--- src/rtl/score_judge.sv ---
// score_judge: level-scoring engine for the piano game.
// Latches a level pattern, counts its set bits one row per cycle to form the
// target note count, then judges player scores against target minus a
// saturating tolerance while tracking lives, per-level win and game-over.
module score_judge #(
  parameter int KEYS      = 12,
  parameter int ROWS      = 6,
  parameter int SCORE_W   = 5,
  parameter int LIVES     = 3,
  parameter int LIVES_W   = 2,
  parameter int TOLERANCE = 2,
  localparam int CNT_W    = $clog2(ROWS*KEYS+1)
) (
  input  logic                   clock,
  input  logic                   resetn,
  input  logic [ROWS*KEYS-1:0]   level_codes,
  input  logic                   load,
  input  logic [SCORE_W-1:0]     input_score,
  input  logic                   check,
  output logic                   busy,
  output logic [CNT_W-1:0]       target,
  output logic                   result_valid,
  output logic                   win,
  output logic [LIVES_W-1:0]     lives,
  output logic                   game_over
);

  // Row index must also reach ROWS, which marks "all rows summed".
  localparam int RIDX_W = $clog2(ROWS+1);
  localparam int POP_W  = $clog2(KEYS+1);
  localparam int CMP_W  = (SCORE_W > CNT_W+1) ? SCORE_W : CNT_W+1;

  localparam logic [CNT_W:0]        TOL_C      = (CNT_W+1)'(TOLERANCE);
  localparam logic [RIDX_W-1:0]     LAST_IDX_C = RIDX_W'(ROWS);
  localparam logic [LIVES_W-1:0]    LIVES_C    = LIVES_W'(LIVES);
  localparam logic [LIVES_W-1:0]    ONE_LIFE_C = LIVES_W'(1);

  typedef enum logic [1:0] {
    ST_IDLE  = 2'd0,
    ST_COUNT = 2'd1,
    ST_READY = 2'd2,
    ST_OVER  = 2'd3
  } state_e;

  // Number of set bits in one pattern row.
  function automatic logic [POP_W-1:0] popcount(input logic [KEYS-1:0] bits);
    logic [POP_W-1:0] cnt;
    cnt = '0;
    for (int i = 0; i < KEYS; i++) begin
      cnt = cnt + POP_W'(bits[i]);
    end
    return cnt;
  endfunction

  state_e                 state_q;
  logic [ROWS*KEYS-1:0]   shadow_q;
  logic [CNT_W-1:0]       acc_q;
  logic [RIDX_W-1:0]      row_idx_q;
  logic [CNT_W-1:0]       target_q;
  logic                   busy_q;
  logic                   result_valid_q;
  logic                   win_q;
  logic [LIVES_W-1:0]     lives_q;
  logic                   game_over_q;

  logic [KEYS-1:0]        row_bits_s;
  logic [CNT_W-1:0]       acc_d;
  logic [CNT_W:0]         target_ext_s;
  logic [CNT_W:0]         threshold_s;
  logic                   pass_s;
  logic [LIVES_W-1:0]     lives_d;

  // Select the shadow row currently being summed (zero once past the last row).
  always_comb begin
    row_bits_s = '0;
    for (int r = 0; r < ROWS; r++) begin
      row_bits_s = (row_idx_q == RIDX_W'(r)) ? shadow_q[r*KEYS +: KEYS] : row_bits_s;
    end
  end

  // Accumulator step, saturating threshold, pass decision and next life count.
  always_comb begin
    acc_d        = acc_q + CNT_W'(popcount(row_bits_s));
    target_ext_s = {1'b0, target_q};
    if (target_ext_s >= TOL_C) begin
      threshold_s = target_ext_s - TOL_C;
    end else begin
      threshold_s = '0;
    end
    pass_s = (CMP_W'(input_score) >= CMP_W'(threshold_s));
    if (lives_q != '0) begin
      lives_d = lives_q - ONE_LIFE_C;
    end else begin
      lives_d = '0;
    end
  end

  // Main control FSM with all outputs registered.
  always_ff @(posedge clock) begin
    if (!resetn) begin
      state_q        <= ST_IDLE;
      shadow_q       <= '0;
      acc_q          <= '0;
      row_idx_q      <= '0;
      target_q       <= '0;
      busy_q         <= 1'b0;
      result_valid_q <= 1'b0;
      win_q          <= 1'b0;
      lives_q        <= LIVES_C;
      game_over_q    <= 1'b0;
    end else begin
      result_valid_q <= 1'b0;
      case (state_q)
        ST_IDLE: begin
          busy_q <= 1'b0;
          if (load) begin
            shadow_q  <= level_codes;
            acc_q     <= '0;
            row_idx_q <= '0;
            win_q     <= 1'b0;
            state_q   <= ST_COUNT;
          end else begin
            state_q   <= ST_IDLE;
          end
        end
        ST_COUNT: begin
          // One row per cycle; the cycle after the last row commits the sum.
          if (row_idx_q == LAST_IDX_C) begin
            target_q <= acc_q;
            busy_q   <= 1'b0;
            state_q  <= ST_READY;
          end else begin
            acc_q     <= acc_d;
            row_idx_q <= row_idx_q + RIDX_W'(1);
            busy_q    <= 1'b1;
            state_q   <= ST_COUNT;
          end
        end
        ST_READY: begin
          busy_q <= 1'b0;
          if (load) begin
            // Restart takes priority over a simultaneous check.
            shadow_q  <= level_codes;
            acc_q     <= '0;
            row_idx_q <= '0;
            win_q     <= 1'b0;
            state_q   <= ST_COUNT;
          end else if (check && !result_valid_q) begin
            // A held check is judged only after result_valid has dropped.
            result_valid_q <= 1'b1;
            if (pass_s) begin
              win_q   <= 1'b1;
              state_q <= ST_IDLE;
            end else begin
              win_q   <= 1'b0;
              lives_q <= lives_d;
              if (lives_q <= ONE_LIFE_C) begin
                game_over_q <= 1'b1;
                state_q     <= ST_OVER;
              end else begin
                state_q     <= ST_READY;
              end
            end
          end else begin
            state_q <= ST_READY;
          end
        end
        ST_OVER: begin
          busy_q      <= 1'b0;
          game_over_q <= 1'b1;
          lives_q     <= '0;
          state_q     <= ST_OVER;
        end
        default: begin
          busy_q  <= 1'b0;
          state_q <= ST_IDLE;
        end
      endcase
    end
  end

  assign busy         = busy_q;
  assign target       = target_q;
  assign result_valid = result_valid_q;
  assign win          = win_q;
  assign lives        = lives_q;
  assign game_over    = game_over_q;

endmodule

--- config.mk ---
export PLATFORM = sky130hd
export DESIGN_NAME = score_judge
export DESIGN_NICKNAME = d
export VERILOG_FILES = /design/src/rtl/score_judge.sv
export SDC_FILE = /design/constraint.sdc
export NUM_CORES = 1
export LEC_CHECK = 0
export ABC_AREA = 1
export BUFFER_PORTS_ARGS = -buffer_cell sky130_fd_sc_hd__buf_2
export CORE_UTILIZATION = 40
export DETAILED_ROUTE_END_ITERATION = 8
export GPL_ROUTABILITY_DRIVEN = 0
export SETUP_SLACK_MARGIN = 0.5
export SYNTH_ARGS = -nofsm -noshare
export SYNTH_HDL_FRONTEND = slang
export SYNTH_SLANG_ARGS = --single-unit
--- constraint.sdc ---
create_clock -name clock -period 10.55 [get_ports clock]
set_clock_uncertainty 0.2 [all_clocks]
set_input_delay 1.055 -clock clock [delete_from_list [all_inputs] [get_ports clock]]
set_output_delay 1.055 -clock clock [all_outputs]
set_load 0.01 [all_outputs]
==> impl_metrics.env <==
export IMPL_post_place_ws_ns=4.64
export IMPL_drtPass1Iterations=4
export IMPL_grt_use_met3_pct=3.59
export IMPL_irDropWorstVdd_uv=79.0
export IMPL_worstPathArrival_ns=5.97
export IMPL_powerDensity_nw_per_um2=171
export IMPL_fp_dieW_um=113
export IMPL_routed_via_count=4486
export IMPL_dp_final_hpwl_um=8600
export IMPL_ys_ff_latch=97
export IMPL_first_iter_violations=162
export IMPL_wl_per_cell_um=13.2
export IMPL_grt_use_met1_pct=27.5
export IMPL_fin_tns_setup_ns=0
export IMPL_seqCellArea_um2=1940
export IMPL_postRouteAntennaNets=0
export IMPL_fin_crit_ns=5.92
export IMPL_ys_seq_area_share_pct=39.4
export IMPL_async_flop_share_pct=0
export IMPL_cts_buffers_inserted=9
export IMPL_die_area_um2=12800
export IMPL_groute_usage_overall_pct=20.2
export IMPL_reg2reg_depth=21
export IMPL_fp_dieH_um=113
export IMPL_grt_busiest_layer="met2"
export IMPL_ios=94
export IMPL_cts_sinks=97
export IMPL_cts_setup_buffers=0
export IMPL_viasPerCell=4.98
export IMPL_grt_pass1_wl_um=20500
export IMPL_drc=0
export IMPL_multi_input_area_um2=2630
export IMPL_startpoint_type="flop"
export IMPL_final_hold_violation_count=0
export IMPL_syn_inst=678
export IMPL_maxSlewHeadroom_pct=25.0
export IMPL_core_area_um2=12000
export IMPL_worstPathRequired_ns=10.60
export IMPL_slew_violations=0
export IMPL_numPortBuffers=93
export IMPL_finalCritPeriodShare_pct=56.1
export IMPL_clkTransAtPathRegs_ns=0.07
export IMPL_cts_root_buf="clkbuf_16"
export IMPL_synth_edf_count=0
export IMPL_n_fill_cell=1267
export IMPL_yosysWarnings=0
export IMPL_cts_max_level=3
export IMPL_clk_path_buf_depth=2
export IMPL_worstSkewPairLatency_ns=0.36
export IMPL_grt_pass1_vias=4365
export IMPL_critPathKind="flop to flop"
export IMPL_diodes=0
export IMPL_area_delta_synth_final_pct=15.4
export IMPL_syn_num_nets=787
export IMPL_endpoint_kind="flop"
export IMPL_nNetsFinal=857
export IMPL_place_area_um2=5420
export IMPL_rsz0062_at_grt="false"
export IMPL_grt_max_degree=88
export IMPL_power_leakage_uw=0.00271
export IMPL_grt_overflow_total=0
export IMPL_min_path_cells=2
export IMPL_ctsHoldBuffers=0
export IMPL_drive_above_1_share_pct=19.8
export IMPL_grt_use_met2_pct=31.3
export IMPL_grt_antenna_before_repair=0
export IMPL_start_util_pct=41.1
export IMPL_final_area_um2=5690
export IMPL_cts_tree="done"
export IMPL_yosysUniqueCellTypes=44
export IMPL_maxCapViolations=0
export IMPL_ctsResizeCount=0
export IMPL_layout_common_cells="172 x nor2_1, 97 x dfxtp_1, 93 x buf_2, 88 x o21ai_0, 87 x nand2_1"
export IMPL_syn_avg_cell_area_um2=7.27
export IMPL_finalSetupViolCount=0
export IMPL_path_max_fanout=23
export IMPL_hold_class="flop to flop"
export IMPL_tightest_slew_ns=1.13
export IMPL_status="finished, final reports clean"
export IMPL_row_count=40
export IMPL_syn_area_um2=4930
export IMPL_synth_flop_cell="dfxtp_1"
export IMPL_routed_wl_um=11800
export IMPL_layout_commonest_cell="nor2_1"
export IMPL_worst_slack_ns=4.63
export IMPL_fmax_mhz=169
[area by class of cell]
| class | count | share of cell area, % |
|---|---|---|
| multi-input combinational | 497 | 46.1 |
| timing repair buffer | 95 | 8.44 |
| inverter | 48 | 3.30 |
| sequential | 97 | 34.1 |
| clock inverter | 7 | 0.835 |
| clock buffer | 9 | 3.96 |
| tap | 147 | 3.23 |
[registers in the layout, indices dropped and copies added, names as in the netlist]
name	count
result_valid	1
game_over	1
win	1
target	7
lives	2
acc_q	7
row_idx_q	3
shadow_q	72
state_q	2
busy	1
[report_power, final]
| part | internal (uW) | leakage (uW) | switching, uW |
|---|---|---|---|
| logic | 104 | 0.00179 | 148 |
| clock network | 159 | 0.000119 | 146 |
| registers | 395 | 0.000800 | 20.5 |
| total | 657 | 0.00271 | 314 |
[synth_stat cells (3+ instances only)]
library cell / n / share of area [%]
a211oi_1: 3 / 0.46
a21oi_1: 23 / 2.3
a31oi_1: 3 / 0.38
buf_2: 10 / 1.0
buf_6: 3 / 0.68
clkbuf_1: 20 / 1.5
dfxtp_1: 97 / 39
fa_1: 8 / 3.2
ha_1: 20 / 5.1
inv_1: 37 / 2.8
inv_2: 8 / 0.61
nand2_1: 87 / 6.6
nand2_2: 3 / 0.38
nand3_1: 28 / 2.8
nor2_1: 172 / 13
nor2_2: 4 / 0.51
nor3_1: 3 / 0.30
o211ai_1: 11 / 1.7
o211ai_2: 3 / 0.76
o21ai_0: 88 / 8.9
o21ai_1: 11 / 1.1
or2_2: 6 / 0.76
[per-layer routing]
metal | vias to the layer above | wire length [um]
met2 | 107 | 5060
met1 | 2008 | 6010
met4 | 0 | 270
met5 | - | 0
li1 | 2353 | -
met3 | 18 | 500
[critical path: stages, from the launching register on]
cell and delay, ns:
dfxtp_1 0.61, inv_2 0.07, ha_1 0.23, inv_1 0.43, o21ai_0 0.19, a31oi_1 0.19
o221ai_1 0.12, nand2_1 0.12, fa_1 0.44, fa_1 0.51, fa_1 0.54, inv_1 0.05
fa_1 0.50, fa_1 0.47, fa_1 0.37, inv_1 0.09, nand3_1 0.09, nand2_1 0.08
nand2_1 0.06, a21boi_0 0.20, and3_1 0.20, nor3_2 0.04
[path summary, 6_finish.rpt]
kind	from	slack, ns	end
worst min-delay path	acc_q[4]	0.29	acc_q[4]
worst max register to register	row_idx_q[2]	4.63	acc_q[6]
worst max-delay path	row_idx_q[2]	4.63	acc_q[6]
worst min register to register	acc_q[4]	0.29	acc_q[4]
[through the flow]
step	util [%]	instances	hold slack, ns	total power [uW]
final	47.4	900	0.291	971
after global routing	47.4	900	0.302	1040
after detailed placement	45.1	884	0.281	677
after floorplan	-	678	0.261	610
after global placement	45.1	884	0.283	673
after CTS	47.4	900	0.291	984
[kinds of logic after synthesis]
kind of cell | count (synthesis) | share of synthesized area [%]
flip-flops | 97 | 39.4
adder cells (fa/ha/maj) | 28 | 8.32
AND/OR/NAND/NOR | 317 | 27.5
AO/OA/AOI/OAI | 150 | 17.1
XOR/XNOR | 2 | 0.355
buffers and inverters | 84 | 7.41
No activity file was read; power rests on OpenSTA's default activity.
